## config.mk

```make
export PLATFORM = sky130hd
export DESIGN_NAME = tetris_input_ctrl_flat
export DESIGN_NICKNAME = d
export VERILOG_FILES = /design/src/rtl/tetris_input_ctrl_pkg.sv /design/src/rtl/tetris_input_ctrl_if.sv /design/src/rtl/tetris_input_ctrl_debounce.sv /design/src/rtl/tetris_input_ctrl.sv /design/src/flat_wrapper.sv
export SDC_FILE = /design/constraint.sdc
export NUM_CORES = 1
export LEC_CHECK = 0
export BUFFER_PORTS_ARGS = -buffer_cell sky130_fd_sc_hd__clkbuf_2
export CAP_MARGIN = 20
export CORE_ASPECT_RATIO = 1.1
export CORE_MARGIN = 2
export CORE_UTILIZATION = 35
export DETAILED_ROUTE_END_ITERATION = 8
export GPL_TIMING_DRIVEN = 1
export PLACE_DENSITY = 0.46
export REMOVE_ABC_BUFFERS = 1
export SLEW_MARGIN = 20
export SYNTH_ARGS = -nofsm -noshare
export SYNTH_HDL_FRONTEND = slang
export SYNTH_SLANG_ARGS = --single-unit
```

## constraint.sdc

```tcl
create_clock -name clk -period 2.3 [get_ports clk]
set_input_delay 0.345 -clock clk [delete_from_list [all_inputs] [get_ports clk]]
set_output_delay 0.345 -clock clk [all_outputs]
set_load 0.005 [all_outputs]
```

## src/rtl/tetris_input_ctrl_pkg.sv

```systemverilog
// ---------------------------------------------------------------------------
// tetris_pkg
//   Shared definitions for the Tetris switch input controller.
//   - Command encodings sent to the game core on cmd_code.
//   - REPEAT_MASK: which commands may auto-repeat while their switch is held.
//   - rep_state_t: states of the per-command auto-repeat FSM.
//   - lowest_idx(): fixed-priority pick used by the output arbiter.
// ---------------------------------------------------------------------------
package tetris_pkg;

  localparam int NUM_CMDS = 6;

  localparam logic [2:0] CMD_LEFT      = 3'd0;
  localparam logic [2:0] CMD_RIGHT     = 3'd1;
  localparam logic [2:0] CMD_ROTATE    = 3'd2;
  localparam logic [2:0] CMD_SOFT_DROP = 3'd3;
  localparam logic [2:0] CMD_HARD_DROP = 3'd4;
  localparam logic [2:0] CMD_PAUSE     = 3'd5;

  // Only movement commands (LEFT, RIGHT, SOFT_DROP) auto-repeat.
  localparam logic [NUM_CMDS-1:0] REPEAT_MASK = 6'b001011;

  typedef enum logic [1:0] {
    R_IDLE   = 2'd0,
    R_DELAY  = 2'd1,
    R_REPEAT = 2'd2
  } rep_state_t;

  // Index of the lowest set bit; 0 when the mask is empty (caller checks for empty).
  function automatic logic [2:0] lowest_idx(input logic [NUM_CMDS-1:0] m);
    lowest_idx = 3'd0;
    for (int i = NUM_CMDS - 1; i >= 0; i--) begin
      if (m[i]) lowest_idx = 3'(i);
    end
  endfunction

endpackage

```

## src/rtl/tetris_input_ctrl_if.sv

```systemverilog
// ---------------------------------------------------------------------------
// tetris_input_ctrl_if
//   Command channel from the input controller to the game core.
//   Signals: cmd_valid, cmd_ready, cmd_code[2:0].
//   Handshake: a command transfers on a rising clk edge where cmd_valid and
//   cmd_ready are both 1. While cmd_valid=1 and cmd_ready=0 the producer holds
//   cmd_valid and cmd_code unchanged. cmd_ready may be driven independently of
//   cmd_valid; cmd_code is only meaningful while cmd_valid=1.
//   Modports: master (controller side), slave (game core side).
// ---------------------------------------------------------------------------
interface tetris_input_ctrl_if;

  logic       cmd_valid;
  logic       cmd_ready;
  logic [2:0] cmd_code;

  modport master (output cmd_valid, output cmd_code, input cmd_ready);
  modport slave  (input cmd_valid, input cmd_code, output cmd_ready);

endinterface

```

## src/rtl/tetris_input_ctrl_debounce.sv

```systemverilog
// ---------------------------------------------------------------------------
// sw_debounce
//   One switch bit: 2-flop synchroniser followed by a debouncer. The level
//   output only changes after the synchronised input has disagreed with it
//   for DEB_CYCLES consecutive cycles; any agreeing cycle restarts the count.
//   Ports: clk, reset (sync, active-low), sw (raw async bit), level (debounced).
// ---------------------------------------------------------------------------
module sw_debounce #(
  parameter int DEB_CYCLES = 250000,
  parameter int CNT_W      = 22
) (
  input  logic clk,
  input  logic reset,
  input  logic sw,
  output logic level
);

  localparam logic [CNT_W-1:0] CNT_LAST = CNT_W'(DEB_CYCLES - 1);

  logic             s1;
  logic             s2;
  logic [CNT_W-1:0] cnt;

  always_ff @(posedge clk) begin
    if (!reset) begin
      s1    <= 1'b0;
      s2    <= 1'b0;
      level <= 1'b0;
      cnt   <= '0;
    end else begin
      s1 <= sw;
      s2 <= s1;
      if (s2 == level) begin
        cnt <= '0;
      end else if (cnt == CNT_LAST) begin
        level <= ~level;
        cnt   <= '0;
      end else begin
        cnt <= cnt + 1'b1;
      end
    end
  end

endmodule

```

## src/rtl/tetris_input_ctrl.sv

```systemverilog
// ---------------------------------------------------------------------------
// tetris_input_ctrl
//   Turns eight raw board switches into game commands. Each switch is
//   synchronised and debounced; rising edges of sw_clean[5:0] (plus optional
//   auto-repeat ticks) set bits in a pending mask, and the lowest pending
//   command is handed to the game core over a valid/ready channel.
//   Ports:
//     clk, reset      clock, synchronous active-low reset
//     sw[7:0]         raw switches
//     sw_clean[7:0]   debounced switch levels
//     cmd             command channel (tetris_input_ctrl_if.master)
//     pend[5:0]       pending command mask (debug view)
//     rep_state       per-command auto-repeat FSM state (debug view, 0 if unused)
//   Build option: define INPUT_AUTOREPEAT_EN to enable auto-repeat of
//   LEFT/RIGHT/SOFT_DROP while the switch is held.
// ---------------------------------------------------------------------------
module tetris_input_ctrl
  import tetris_pkg::*;
#(
  parameter int DEB_CYCLES   = 250000,
  parameter int REPEAT_DELAY = 3000000,
  parameter int REPEAT_RATE  = 1000000,
  parameter int CNT_W        = 22
) (
  input  logic                         clk,
  input  logic                         reset,
  input  logic [7:0]                   sw,
  output logic [7:0]                   sw_clean,
  tetris_input_ctrl_if.master          cmd,
  output logic [NUM_CMDS-1:0]          pend,
  output logic [NUM_CMDS-1:0][1:0]     rep_state
);

  // Every timing parameter must fit in the shared counter width.
  if (CNT_W < 2 || CNT_W > 30 || DEB_CYCLES < 1 || REPEAT_DELAY < 1 || REPEAT_RATE < 1 ||
      (DEB_CYCLES - 1) >= (1 << CNT_W) || (REPEAT_DELAY - 1) >= (1 << CNT_W) ||
      (REPEAT_RATE - 1) >= (1 << CNT_W)) begin : g_bad_cfg
    $error("tetris_input_ctrl: CNT_W too small for the timing parameters");
  end

  // ---- sync + debounce, one instance per switch --------------------------
  for (genvar i = 0; i < 8; i++) begin : g_deb
    sw_debounce #(
      .DEB_CYCLES (DEB_CYCLES),
      .CNT_W      (CNT_W)
    ) u_deb (
      .clk   (clk),
      .reset (reset),
      .sw    (sw[i]),
      .level (sw_clean[i])
    );
  end

  // ---- rising-edge detect (releases never produce commands) ---------------
  logic [NUM_CMDS-1:0] clean_d;
  logic [NUM_CMDS-1:0] press;
  logic [NUM_CMDS-1:0] tick;

  always_ff @(posedge clk) begin
    if (!reset) clean_d <= '0;
    else        clean_d <= sw_clean[NUM_CMDS-1:0];
  end

  assign press = sw_clean[NUM_CMDS-1:0] & ~clean_d;

  // ---- auto-repeat --------------------------------------------------------
`ifdef INPUT_AUTOREPEAT_EN
  localparam logic [CNT_W-1:0] DLY_LAST  = CNT_W'(REPEAT_DELAY - 1);
  localparam logic [CNT_W-1:0] RATE_LAST = CNT_W'(REPEAT_RATE - 1);

  for (genvar i = 0; i < NUM_CMDS; i++) begin : g_rep
    if (REPEAT_MASK[i]) begin : g_on
      rep_state_t       state, state_next;
      logic [CNT_W-1:0] cnt, cnt_next;
      logic             tick_r;

      always_ff @(posedge clk) begin
        if (!reset) begin
          state <= R_IDLE;
          cnt   <= '0;
        end else begin
          state <= state_next;
          cnt   <= cnt_next;
        end
      end

      always_comb begin
        state_next = state;
        cnt_next   = cnt;
        tick_r     = 1'b0;
        // Releasing the switch cancels repeating from any state.
        if (!sw_clean[i]) begin
          state_next = R_IDLE;
          cnt_next   = '0;
        end else begin
          case (state)
            R_IDLE: begin
              if (press[i]) begin
                state_next = R_DELAY;
                cnt_next   = '0;
              end
            end
            R_DELAY: begin
              if (cnt == DLY_LAST) begin
                tick_r     = 1'b1;
                state_next = R_REPEAT;
                cnt_next   = '0;
              end else begin
                cnt_next = cnt + 1'b1;
              end
            end
            R_REPEAT: begin
              if (cnt == RATE_LAST) begin
                tick_r   = 1'b1;
                cnt_next = '0;
              end else begin
                cnt_next = cnt + 1'b1;
              end
            end
            default: begin
              state_next = R_IDLE;
              cnt_next   = '0;
            end
          endcase
        end
      end

      assign tick[i]      = tick_r;
      assign rep_state[i] = state;
    end else begin : g_off
      assign tick[i]      = 1'b0;
      assign rep_state[i] = R_IDLE;
    end
  end
`else
  assign tick      = '0;
  assign rep_state = '0;
`endif

  // ---- pending mask, arbiter, output register -----------------------------
  logic                load;
  logic [2:0]          pick;
  logic [NUM_CMDS-1:0] clr;
  logic [NUM_CMDS-1:0] pend_next;

  always_comb begin
    load = !cmd.cmd_valid || cmd.cmd_ready;
    pick = lowest_idx(pend);
    clr  = '0;
    if (load && (pend != '0)) clr = NUM_CMDS'(1) << pick;
    // A new press/tick on the bit being cleared keeps it pending.
    pend_next = (pend & ~clr) | press | tick;
  end

  always_ff @(posedge clk) begin
    if (!reset) begin
      pend          <= '0;
      cmd.cmd_valid <= 1'b0;
      cmd.cmd_code  <= 3'd0;
    end else begin
      pend <= pend_next;
      if (load) begin
        if (pend != '0) begin
          cmd.cmd_valid <= 1'b1;
          cmd.cmd_code  <= pick;
        end else begin
          cmd.cmd_valid <= 1'b0;
        end
      end
    end
  end

endmodule

```

## src/flat_wrapper.sv

```systemverilog
// flat-port wrapper written by rule: the top's interface ports become plain ports
module tetris_input_ctrl_flat import tetris_pkg::*;
#(
  parameter int DEB_CYCLES   = 250000,
  parameter int REPEAT_DELAY = 3000000,
  parameter int REPEAT_RATE  = 1000000,
  parameter int CNT_W        = 22
)
  (clk, reset, sw, sw_clean, pend, rep_state, cmd_cmd_valid, cmd_cmd_code, cmd_cmd_ready);
  tetris_input_ctrl_if cmd_i ();
  input  logic clk;
  input  logic reset;
  input  logic [7:0] sw;
  output logic [7:0] sw_clean;
  output logic [NUM_CMDS-1:0] pend;
  output logic [NUM_CMDS-1:0][1:0] rep_state;
  output wire logic [$bits(cmd_i.cmd_valid)-1:0] cmd_cmd_valid;
  output wire logic [$bits(cmd_i.cmd_code)-1:0] cmd_cmd_code;
  input wire logic [$bits(cmd_i.cmd_ready)-1:0] cmd_cmd_ready;
  assign cmd_cmd_valid = cmd_i.cmd_valid;
  assign cmd_cmd_code = cmd_i.cmd_code;
  assign cmd_i.cmd_ready = cmd_cmd_ready;
  tetris_input_ctrl #(.DEB_CYCLES(DEB_CYCLES), .REPEAT_DELAY(REPEAT_DELAY), .REPEAT_RATE(REPEAT_RATE), .CNT_W(CNT_W)) u_core (.clk(clk), .reset(reset), .sw(sw), .sw_clean(sw_clean), .cmd(cmd_i), .pend(pend), .rep_state(rep_state));
endmodule
```

# Word level (Yosys, flattened, before mapping)
# Index checks and enable logic that the tools add are counted.
# word_totals
register_bits	216
latchBits	0
ramBits	0
mem_bits_ro	0
in_bits	11
elab_cells	112
memories	0
# classes
addsub	8
mul	0
div	0
order_cmp	0
n_eq_ne	16
n_shift	1
mux	8
n_bitwise	22
reduce_logical	21
# ops
op	count
$add A22 B1 Y22 const B	8
$eq A22 B18 Y1 const B	8
$reduce_or A3 Y1	8
$mux W3	6
$reduce_and A2 Y1	9
$not A1 Y1	17
$and A6 B6 Y6	2
$not A6 Y6	2
$eq A1 B1 Y1	8
$mux W6	1
$or A6 B6 Y6	1
$reduce_bool A6 Y1	1
$shl A1 B3 Y6 const A	1
$logic_and A1 B1 Y1	1
$logic_not A1 Y1	1
$logic_or A1 B1 Y1	1
$mux W1	1

# Logic depth before layout (Yosys ltp)
# logic_depth
ltp_word	11
mapped_depth	7
ltp_nobuf	6

# Hierarchy
# A second synthesis with hierarchy kept.
# hier_totals
cells_unflattened	1074
hier_area_um2	9659.3
# by_module_without_submodules
module	instances	cells_each	area_each_um2	seq_area_each_um2
sw_debounce	8	125	1119.8	500.5
tetris_input_ctrl	1	74	700.7	320.3

# Worst setup path after synthesis
# Ideal clock, no wire load.
# synth_path
path_type	reg2reg
from	register u_core.g_deb[4].u_deb.cnt[13]
to	register u_core.g_deb[4].u_deb.cnt[20]
t_arrival_ns	1.961
t_required_ns	2.185
path_slack_ns	0.225
path_stages_with_launch	7
n_path_buf	1
path_cell_list	dfxtp_1 -> or4_1 -> or4_1 -> nor4_2 -> nand3b_2 -> buf_6 -> nor2_1
# synth_between
elab_chain_cells	2
word_cells_on_any_way	3
cone_classes	add/sub (1); eq/ne (1); reduce/logical (1)
# synth_lines
item	line	source
start: declaration	tetris_input_ctrl_debounce.sv:22	logic [CNT_W-1:0] cnt;
start signal: assignment	tetris_input_ctrl_debounce.sv:39	cnt <= cnt + 1'b1;
parallel branches: the longest is 2 deep, another holds $add A22 B1 Y22	n/a	
# Several ways; the timed one is not identified.
# A chain may end at the register's enable or synchronous reset.

# Worst setup path after layout
# layout_path
from	register u_core.g_deb[4].u_deb.cnt[10]
to	register u_core.g_deb[4].u_deb.cnt[15]
# Same word-level chain as after synthesis.

==> impl_table.tex <==
\begin{tabular}{lr}
\hline
Metric & Value \\
\hline
\multicolumn{2}{l}{\textbf{Run status}} \\
Status & finished, final reports clean \\
\multicolumn{2}{l}{\textbf{Yosys}} \\
Biggest area contributors in the synthesized netlist & sky130\_fd\_sc\_hd\_\_dfxtp\_1 (47\%), sky130\_fd\_sc\_hd\_\_xor2\_1 (10\%), sky130\_fd\_sc\_hd\_\_nor2\_1 (8.9\%) \\
EDFF count, synth & 0 \\
Area of the mapped netlist & 9160 µm² \\
Main combinational cell family by area after synthesis & simple AND/OR/NAND/NOR gates \\
Number of instances in the synthesized netlist & 1031 \\
Number of register bits inferred by synthesis & 216 \\
Fraction of the mapped netlist area in compound gates & 0.0133 \\
Register area share after synthesis & 0.472 \\
Cell accounting for the most synthesized area & sky130\_fd\_sc\_hd\_\_dfxtp\_1 \\
Most instantiated flip-flop cell in the synthesis netlist & sky130\_fd\_sc\_hd\_\_dfxtp\_1 \\
Ys async rst share & 0 \\
Post-Synth XOR/XNOR Area & 0.161 \\
Mean area per synthesized cell & 8.88 µm² \\
Multiplexer share of the synthesized area & 0.00874 \\
Number of unique standard cell types used by synthesis & 41 \\
Area share of the largest cell type after synthesis & 0.472 \\
Number of warning messages in the yosys log & 0 \\
Arithmetic-cell share of the synthesized area counting full adders, half adders and majority gates & 0.0109 \\
Synthesized-area fraction occupied by and/or/nand/nor cells & 0.298 \\
\multicolumn{2}{l}{\textbf{Clocking}} \\
CTS Buf Count & 26 \\
Setup Fix Bufs, Post-CTS & 0 \\
Hold\_buf cts & 0 \\
Reg clk slew, reported paths & approximately 0.060 ns \\
Buffer type at the clock tree root & sky130\_fd\_sc\_hd\_\_clkbuf\_16 \\
Largest buffer count on any clock path & 3 \\
Source-to-sink clock delay at the later pin of the worst-skew pair & 0.52 ns \\
CTS tree & built \\
H-tree level count & 1 \\
Post-CTS resize count & 0 \\
Sinks on the clock net & 216 \\
\multicolumn{2}{l}{\textbf{Worst setup path}} \\
Highest net fanout along the worst path & 22 \\
CP Class & flop to flop \\
Critical-path top delay cell & sky130\_fd\_sc\_hd\_\_or4\_1 \\
CP max stage delay & 0.51 ns \\
Worst endpoint data arrival time & around 2.6 ns \\
Top cell by count, worst path & sky130\_fd\_sc\_hd\_\_or4\_1 \\
Required time at the endpoint of the critical path & 2.71 ns \\
CP Launch Type & flop \\
Setup crit end kind & flop \\
Critical path, cell by cell & or4\_1, or4\_1, nor4\_2, nand3b\_2, buf\_12, nor2\_1 \\
\multicolumn{2}{l}{\textbf{Pwr}} \\
Power per cell area & 758 nW/µm² \\
Share of power burned in combinational logic & 0.011 \\
Fraction of power spent switching nets & 0.196 \\
Flop pwr share & 0.465 \\
Switching power & $\sim$0.0016 W \\
Clock network fraction of total power & 0.525 \\
Internal power component & 0.00652 W \\
Maximum ir drop on the vdd rail & 0.415 mV \\
P\_leak & 3.64 nW \\
\multicolumn{2}{l}{\textbf{Global route}} \\
GRT overflow & 0 \\
Largest net degree at the start of global routing & 23 \\
Gr usage total & 0.132 \\
Global-route wire length before repair & 30900 µm \\
Antenna violations before repair & 0 \\
Vias in the first global route & 6523 \\
\multicolumn{2}{l}{\textbf{STA}} \\
Maximum clock frequency & 459 MHz \\
Final Setup Violations & 0 \\
Final clock skew & 0.00734 ns \\
Period utilisation layout & 0.948 \\
Fin. Hold Viols & 0 \\
Pin slew with the least headroom to its limit & 0.802 ns \\
Final critical-path required period & 2.18 ns \\
Pins over their slew limit & 0 \\
Setup repair after global routing missed its margin & false \\
Sum Neg Setup Slack & 0 ns \\
Worst path setup slack after routing & between 0.1 and 0.15 ns \\
Slew margin rel. & 0.460 \\
\multicolumn{2}{l}{\textbf{Place}} \\
Setup WS pre-CTS & 0.121 ns \\
HPWL after detailed placement & approximately 12000 µm \\
Buffers added on ports & 28 \\
Routability Congestion & 0.754 \\
\multicolumn{2}{l}{\textbf{Floorplan}} \\
Die H & approximately 170 µm \\
Starting density of the core & 0.353 \\
Cell Rows & 62 \\
Top Ports & just over 40 \\
Area of the die & 27500 µm² \\
Die X-Extent & 158 µm \\
Core region area & 25900 µm² \\
\multicolumn{2}{l}{\textbf{Finish}} \\
Final \#Nets & 1103 \\
Post-synthesis to final-layout area growth & 16.9\% \\
Most common cell after layout, fill and taps aside & sky130\_fd\_sc\_hd\_\_nor2\_1 \\
Highest-count cells in the layout ignoring fill and taps & sky130\_fd\_sc\_hd\_\_nor2\_1 (218), sky130\_fd\_sc\_hd\_\_dfxtp\_1 (216), sky130\_fd\_sc\_hd\_\_xor2\_1 (109) \\
Fraction of final layout cells sized beyond drive strength 1 & 0.0952 \\
\multicolumn{2}{l}{\textbf{Job}} \\
Number of max-cap violations & 0 \\
\multicolumn{2}{l}{\textbf{Route}} \\
Count of TritonRoute iterations in the first routing pass & 7 \\
Ratio of routed vias to standard cells & 4.66 \\
Number of remaining DRC errors & 0 \\
DRT antenna net count & 0 \\
Total number of vias & 6791 \\
Routed wire per std cell & 12.1 µm \\
Initial DRC Count & around 310 \\
Wirelength, routed & $\sim$18000 µm \\
\multicolumn{2}{l}{\textbf{Hold path}} \\
Worst Hold Class & input port to flop \\
\hline
\end{tabular}
## synthesized netlist by cell type (2+ instances only)
cell / count
sky130_fd_sc_hd__nor2_1: 218
sky130_fd_sc_hd__dfxtp_1: 216
sky130_fd_sc_hd__xor2_1: 109
sky130_fd_sc_hd__nand3_1: 71
sky130_fd_sc_hd__xnor2_1: 59
sky130_fd_sc_hd__nand2_1: 58
sky130_fd_sc_hd__nand4_1: 47
sky130_fd_sc_hd__nor4_1: 27
sky130_fd_sc_hd__and2_1: 24
sky130_fd_sc_hd__and3_1: 22
sky130_fd_sc_hd__buf_4: 20
sky130_fd_sc_hd__inv_1: 20
sky130_fd_sc_hd__nor3_1: 18
sky130_fd_sc_hd__and4_1: 17
sky130_fd_sc_hd__clkbuf_1: 16
sky130_fd_sc_hd__nor2b_1: 14
sky130_fd_sc_hd__ha_1: 8
sky130_fd_sc_hd__mux2i_1: 8
sky130_fd_sc_hd__nand3b_1: 8
sky130_fd_sc_hd__or4_1: 7
sky130_fd_sc_hd__nor4b_1: 6
sky130_fd_sc_hd__nand2b_1: 5
sky130_fd_sc_hd__a21oi_1: 4
sky130_fd_sc_hd__o21ai_0: 4
sky130_fd_sc_hd__a21boi_0: 3
sky130_fd_sc_hd__buf_1: 3
sky130_fd_sc_hd__buf_2: 2
sky130_fd_sc_hd__buf_6: 2
sky130_fd_sc_hd__o211ai_1: 2
sky130_fd_sc_hd__or2_2: 2
## power groups by stage
stage	clock network, W	registers (W)	logic, W
detailed placement	0	0.00385	0.0000895
floorplan	0	0.00385	0.0000403
global placement	0	0.00385	0.0000894
CTS	0.00442	0.00377	0.0000898
global route	0.00458	0.00377	0.0000994
finish	0.00426	0.00377	0.0000866
## cell families (layout without fill, tap and decap cells)
family          after synthesis  in the layout
mux                           8              8
other cells                   1             13
compound gates               18             18
simple gates                549            549
xor+xnor                    168            168
flops                       216            216
fa+ha+maj                     8              8
buf+inv                      63            124
## stage by stage
stage / total power (W) / instance area [µm²] / instances / hold WS (ns) / utilization
final: 0.00811 / 10700 / 1456 / 0.0341 / 0.413
after global routing: 0.00845 / 10700 / 1455 / 0.0225 / 0.413
after CTS: 0.00827 / 10700 / 1455 / 0.00588 / 0.413
after detailed placement: 0.00394 / 9780 / 1408 / 0.408 / 0.378
after global placement: 0.00394 / 9780 / 1408 / 0.403 / 0.378
after floorplan: 0.00389 / 8950 / 999 / 0.399 / -
## flip-flops by register name, summed over array words and instances (netlist names)
| signal | count |
|---|---|
| u_core.g_deb.u_deb.cnt | 176 |
| u_core.g_deb.u_deb.level | 8 |
| u_core.pend | 6 |
| u_core.clean_d | 6 |
| u_core.cmd.cmd_valid | 1 |
| u_core.g_deb.u_deb.s2 | 8 |
| u_core.cmd.cmd_code | 3 |
| u_core.g_deb.u_deb.s1 | 8 |
## area by class of cell
cell class,instances,area [µm²]
inverters,20,75.1
repair buffers,57,395
well taps,352,440
fillers,2675,15200
clock inverters,7,114
multi-input cells,763,4550
clock buffers,40,805
flip-flops and latches,216,4320
diodes,1,2.50
## per-layer routing
layer  up-vias  global-route usage  share of wire
met5         -                   0              0
met4         0              0.0432          0.020
met3        29              0.0385          0.054
met1      3128               0.170           0.48
met2        65               0.213           0.44
li1       3569                   -              -
## final timing paths
path	startpoint	to	slack, ns	depth (start not counted)
hold / removal	sw[6]	u_core.g_deb[6].u_deb.s1$_SDFF_PN0_	0.03	2
hold reg to reg	u_core.clean_d[4]$_SDFF_PN0_	u_core.pend[4]$_SDFF_PN0_	0.41	1
setup reg to reg	u_core.g_deb[4].u_deb.cnt[10]$_SDFF_PP0_	u_core.g_deb[4].u_deb.cnt[15]$_SDFF_PP0_	0.12	6
setup / recovery	u_core.g_deb[4].u_deb.cnt[10]$_SDFF_PP0_	u_core.g_deb[4].u_deb.cnt[15]$_SDFF_PP0_	0.12	6
## critical path: cells and delay by family, from the launching register on
family,cells,cell delay [ns]
buf+inv,1,0.16
flops,1,0.34
simple gates,5,1.56
No activity file was read; power rests on OpenSTA's default activity.
